==> src/rtl/fec_pkg.sv <==
// ----------------------------------------------------------------------------
// fec_pkg
// Shared definitions for the Hamming(15,11) SECDED block encoder:
//   - controller state encoding
//   - default run geometry (message count, input/output base addresses)
//   - hamm_enc: pure function packing 11 data bits into a 16-bit codeword
// ----------------------------------------------------------------------------
package fec_pkg;

    localparam int NUM_MSG_DEF  = 15;
    localparam int IN_BASE_DEF  = 0;
    localparam int OUT_BASE_DEF = 30;

    typedef enum logic [2:0] {
        IDLE  = 3'd0,
        ARMED = 3'd1,
        RD_LO = 3'd2,
        RD_HI = 3'd3,
        WR_LO = 3'd4,
        WR_HI = 3'd5,
        FIN   = 3'd6
    } state_e;

    // d[0] is b1 ... d[10] is b11. Result bit k is Hamming position k, so the
    // data bits sit at the non-power-of-two positions and p0 at bit 0 makes
    // the whole 16-bit word even parity.
    function automatic logic [15:0] hamm_enc(input logic [10:0] d);
        logic        p0, p1, p2, p4, p8;
        logic [14:0] body;
        p8   = ^d[10:4];
        p4   = d[1] ^ d[2] ^ d[3] ^ d[7] ^ d[8] ^ d[9] ^ d[10];
        p2   = d[0] ^ d[2] ^ d[3] ^ d[5] ^ d[6] ^ d[9] ^ d[10];
        p1   = d[0] ^ d[1] ^ d[3] ^ d[4] ^ d[6] ^ d[8] ^ d[10];
        body = {d[10:4], p8, d[3:1], p4, d[0], p2, p1};
        p0   = ^body;
        return {body, p0};
    endfunction

endpackage

==> src/rtl/top_level_data_mem.sv <==
// ----------------------------------------------------------------------------
// data_mem
// 256 x 8 data memory, combinational read, synchronous write.
//   clk      : write clock
//   we_i     : write enable
//   waddr_i  : write address
//   wdata_i  : write data
//   raddr_i  : read address
//   rdata_o  : read data (combinational)
// ----------------------------------------------------------------------------
module data_mem (
    input  logic       clk,
    input  logic       we_i,
    input  logic [7:0] waddr_i,
    input  logic [7:0] wdata_i,
    input  logic [7:0] raddr_i,
    output logic [7:0] rdata_o
);

    logic [7:0] core [0:255];

    // NOTE: storage arrays get no reset; clearing 256 entries would need a
    // reset fan-out to every cell and the contents must survive a reset anyway.
    always_ff @(posedge clk) begin
        if (we_i) begin
            core[waddr_i] <= wdata_i;
        end
    end

    assign rdata_o = core[raddr_i];

endmodule

==> src/rtl/top_level.sv <==
// ----------------------------------------------------------------------------
// top_level
// Reads NUM_MSG 11-bit messages from dm1 (two bytes each, starting at
// IN_BASE), Hamming(15,11) SECDED encodes them and writes the 16-bit
// codewords back to dm1 starting at OUT_BASE. Each message takes four
// cycles: read low, read high, write low, write high.
//   clk   : clock, rising edge
//   reset : asynchronous, active-low
//   start : run request; processing begins once it falls, and raising it
//           mid-run aborts back to ARMED
//   done  : high from the end of the last write until the next start
// ----------------------------------------------------------------------------
module top_level
    import fec_pkg::*;
#(
    parameter int NUM_MSG  = NUM_MSG_DEF,
    parameter int IN_BASE  = IN_BASE_DEF,
    parameter int OUT_BASE = OUT_BASE_DEF
) (
    input  logic clk,
    input  logic reset,
    input  logic start,
    output logic done
);

    state_e     state_q, state_d;
    logic [6:0] cnt_q, cnt_d;
    logic [7:0] lo_q, lo_d;
    logic [2:0] hi_q, hi_d;
    logic       done_q, done_d;

    logic        mem_we;
    logic [7:0]  mem_waddr, mem_wdata, mem_raddr, mem_rdata;
    logic [7:0]  in_addr, out_addr;
    logic [15:0] code;

    // Byte addresses of the current message; 8-bit arithmetic, no wrap guard.
    assign in_addr  = 8'(IN_BASE)  + {cnt_q, 1'b0};
    assign out_addr = 8'(OUT_BASE) + {cnt_q, 1'b0};
    assign code     = hamm_enc({hi_q, lo_q});

    // NOTE: every signal driven here gets a default before the case so no
    // path leaves it unassigned, which would otherwise infer a latch.
    always_comb begin
        state_d   = state_q;
        cnt_d     = cnt_q;
        lo_d      = lo_q;
        hi_d      = hi_q;
        mem_we    = 1'b0;
        mem_raddr = in_addr;
        mem_waddr = out_addr;
        mem_wdata = code[7:0];

        case (state_q)
            IDLE: begin
                if (start) state_d = ARMED;
            end
            ARMED: begin
                cnt_d = '0;
                if (!start) state_d = RD_LO;
            end
            RD_LO: begin
                lo_d    = mem_rdata;
                state_d = RD_HI;
            end
            RD_HI: begin
                mem_raddr = in_addr + 8'd1;
                hi_d      = mem_rdata[2:0];
                state_d   = WR_LO;
            end
            WR_LO: begin
                mem_we  = 1'b1;
                state_d = WR_HI;
            end
            WR_HI: begin
                mem_we    = 1'b1;
                mem_waddr = out_addr + 8'd1;
                mem_wdata = code[15:8];
                cnt_d     = cnt_q + 7'd1;
                state_d   = (cnt_q == 7'(NUM_MSG - 1)) ? FIN : RD_LO;
            end
            FIN: begin
                if (start) state_d = ARMED;
            end
            default: state_d = IDLE;
        endcase

        // A start during processing aborts the run; the pending write is
        // dropped so the abort takes effect on the same edge.
        if (start && (state_q == RD_LO || state_q == RD_HI ||
                      state_q == WR_LO || state_q == WR_HI)) begin
            state_d = ARMED;
            mem_we  = 1'b0;
        end

        done_d = (state_d == FIN);
    end

    // NOTE: sequential state uses non-blocking assignments so every register
    // samples the pre-edge values regardless of statement order.
    always_ff @(posedge clk or negedge reset) begin
        if (!reset) begin
            state_q <= IDLE;
            cnt_q   <= '0;
            lo_q    <= '0;
            hi_q    <= '0;
            done_q  <= 1'b0;
        end else begin
            state_q <= state_d;
            cnt_q   <= cnt_d;
            lo_q    <= lo_d;
            hi_q    <= hi_d;
            done_q  <= done_d;
        end
    end

    assign done = done_q;

    data_mem dm1 (
        .clk     (clk),
        .we_i    (mem_we),
        .waddr_i (mem_waddr),
        .wdata_i (mem_wdata),
        .raddr_i (mem_raddr),
        .rdata_o (mem_rdata)
    );

endmodule

==> config.mk <==
export PLATFORM = sky130hd
export DESIGN_NAME = top_level
export DESIGN_NICKNAME = d
export VERILOG_FILES = /design/src/rtl/fec_pkg.sv /design/src/rtl/top_level_data_mem.sv /design/src/rtl/top_level.sv
export SDC_FILE = /design/constraint.sdc
export NUM_CORES = 1
export LEC_CHECK = 0
export ABC_AREA = 1
export CAP_MARGIN = 20
export CORE_AREA = 2 2 39 41
export DETAILED_ROUTE_END_ITERATION = 6
export DIE_AREA = 0 0 41 43
export GPL_TIMING_DRIVEN = 0
export PLACE_DENSITY_LB_ADDON = 0.1
export SYNTH_ARGS = -nofsm -noshare
export SYNTH_HDL_FRONTEND = slang
export SYNTH_SLANG_ARGS = --single-unit
export TNS_END_PERCENT = 50
==> constraint.sdc <==
create_clock -name clk -period 1.2 [get_ports clk]
set_input_delay 0.36 -clock clk [delete_from_list [all_inputs] [get_ports clk]]
set_output_delay 0.36 -clock clk [all_outputs]
set_load 0.005 [all_outputs]
==> run metrics <==
status finished, final reports clean; Post-Synth Adder-Cell Area 4.17%; clk_skew 0.00823 ns; Net Switching about 0.00024 W; most frequent cells in the layout 19 x nand2_1, 14 x inv_1, 9 x dfrtp_1; Max-slew headroom between 60% and 70%; Critical Path Sink Type flip-flop; measured slew at the worst slew-check pin 0.520 ns; CTS Buf Count 3; layout net count 97; Die H 43 um; syn_area_per_cell 7.51 sq um; Initial Util between 40% and 50%; Seq/Total Area, Yosys 45.8%; CP max FO 7; synthesis-to-layout area growth 21.7%; Critical Path AT 1.28 ns; xor and xnor area share after synthesis 0%; RSZ-0062 raised after global routing true; All-Layer GR Usage ~17%; DR iter-0 viols 10; ANT nets after route 0; core area 0.00138 sq mm; Max VDD drop 0.844 mV; final setup TNS 0 ns; non-filler cells, final 107; compound-cell area share of the yosys netlist ~10%; Hold Violations, Final 0; number of global-route vias before repair 455; Pre-Repair DR Iteration Count 4; Net Sw Frac between 20 and 30%; Mapped Area around 600 sq um; Max Cap Viol 0; post-synth top area cell dfrtp_1; ant diodes 0; P per Cell Area approximately 1100 mW/mm^2; Core Rows 14; pin count of the biggest net entering global routing 12; later-pin clock latency in the skew report approximately 0.27 ns; Gate Count Post-Synth 80; Reg2Reg Setup Slack just over 0.06 ns; fin crit share a little over nine tenths; CTS tree done; post-layout min period roughly 1.1 ns; most common cell after layout, fill and taps aside nand2_1; fmax around 880 MHz; final total power a little over 0.0008 W; DP HPWL about 850 um; Required @ worst endpoint approximately 1.3 ns; Slew Limit Fails 0; simple-gate share of the synthesized area 30.6%; clock root buffer clkbuf_4; Clock power frac a little under a third; DRC viols 0; Inst Count DP 99; CTS clk-pin slew, worst paths 0.08 ns; Die X around 40 um; Vias 514; vias per cell between 4 and 5; Critical Path Start state_q[1]; CTS Buffer Depth 2; GPL Wtd Cong 0.702; Filler Cells Inserted approximately 140; RR Startpoint state_q[1]; largest family of logic cells by synthesized area simple AND/OR/NAND/NOR gates; Post-Syn Nets 85; worst setup path class flip-flop to flip-flop; first-pass GRT wire length 1.95 mm; synth top area cells dfrtp_1 46%, nand2_1 13%, inv_1 9.4%; share of layout cells above drive strength 1 between 20% and 30%; io pins 4; CTS H-Tree Depth 1; sequential share of power a little over half; # setup viols final 0; IO Port Bufs 3; CP Launch Type flip-flop; die area about 0.0018 sq mm; DRT Wirelength ~1.3 mm; worst hold-check path type input port to async pin; Logic pwr share 17.5%; clock tree sinks 11; synth warn 0; initial antenna violation count 0; register bit total from synthesis 11; gr ovfl total 0; mux share of post-synthesis cell area 0%; Lkg Pwr between 0.3 and 0.4 nW; Netlist cell types 14; Int Pwr around 0.00058 W; Avg WL per Cell approximately 12 um; top-area cell type share of the netlist area ~46%
==> flip-flops by register name, indices dropped and copies added, names as in the netlist <==
| signal | count |
|---|---|
| cnt_q | 7 |
| done | 1 |
| state_q | 3 |
==> timing repair <==
item	in CTS	in global routing
hold endpoints to repair	0	0
resized for setup	3	10
pin swaps	0	6
hold buffers	0	0
setup endpoints to repair	3	6
buffers inserted	0	4
==> power by group through the flow <==
stage / clock network, W / registers (W) / logic [W]
after floorplan: 0 / 0.000423 / 0.0000653
after global placement: 0 / 0.000429 / 0.0000993
after detailed placement: 0 / 0.000430 / 0.0000995
after CTS: 0.000264 / 0.000423 / 0.000101
after global routing: 0.000291 / 0.000428 / 0.000161
final: 0.000249 / 0.000426 / 0.000143
==> layout make-up <==
type / count / area, sq um / share of cell area (%)
clock inverter: 1 / 5.00 / 0.685
clock buffer: 3 / 22.5 / 3.08
inverter: 15 / 56.3 / 7.71
sequential: 11 / 278 / 38.0
multi-input combinational: 54 / 294 / 40.2
timing repair buffer: 7 / 55.1 / 7.53
tap: 16 / 20.0 / 2.74
==> per-stage QoR <==
step	worst slack [ns]	utilization (%)	instance area [sq um]	hold WS (ns)
after floorplan	0.166	-	601	0.0644
after global placement	-0.0143	47.0	651	0.496
after detailed placement	-0.0173	47.0	651	0.500
after CTS	-0.000176	49.2	681	0.433
after global routing	-0.0289	52.8	731	0.458
final	0.0618	52.8	731	0.429
==> critical path: stages, from the launching register on <==
cell and delay [ns]:
dfrtp_1 0.49, nor2_2 0.26, inv_1 0.12, nand2_1 0.07
o31ai_1 0.07
==> cell usage after synthesis <==
| cell type | number |
|---|---|
| nand3b_1 | 1 |
| o21ai_0 | 7 |
| a21oi_1 | 2 |
| nand2_1 | 21 |
| nand2_2 | 2 |
| nor2_1 | 7 |
| nand4_1 | 2 |
| nor2_4 | 1 |
| o31ai_1 | 1 |
| nand3_1 | 7 |
| a22oi_1 | 1 |
| ha_1 | 2 |
| dfrtp_1 | 11 |
| inv_1 | 15 |
==> per-layer routing <==
layer,global-route usage (%),share of wire [%],vias up
met3,4.71,2.5,2
met5,0,0,-
met1,20.9,46,231
met2,25.3,50,5
met4,10.0,1.1,0
li1,-,-,276
==> path summary, 6_finish.rpt <==
| kind | endpoint | cells past startpoint |
|---|---|---|
| min reg2reg | cnt_q[6] | 2 |
| min in group clk | cnt_q[6] | 2 |
| max reg2reg | cnt_q[1] | 4 |
| min | cnt_q[3] | 1 |
| max | cnt_q[1] | 4 |
| max in group asynchronous | cnt_q[1] | 1 |
==> kinds of logic after synthesis <==
group / Yosys count
simple gates: 41
flops: 11
fa+ha+maj: 2
buf+inv: 15
compound gates: 11
(Power assumes the default switching activity.)
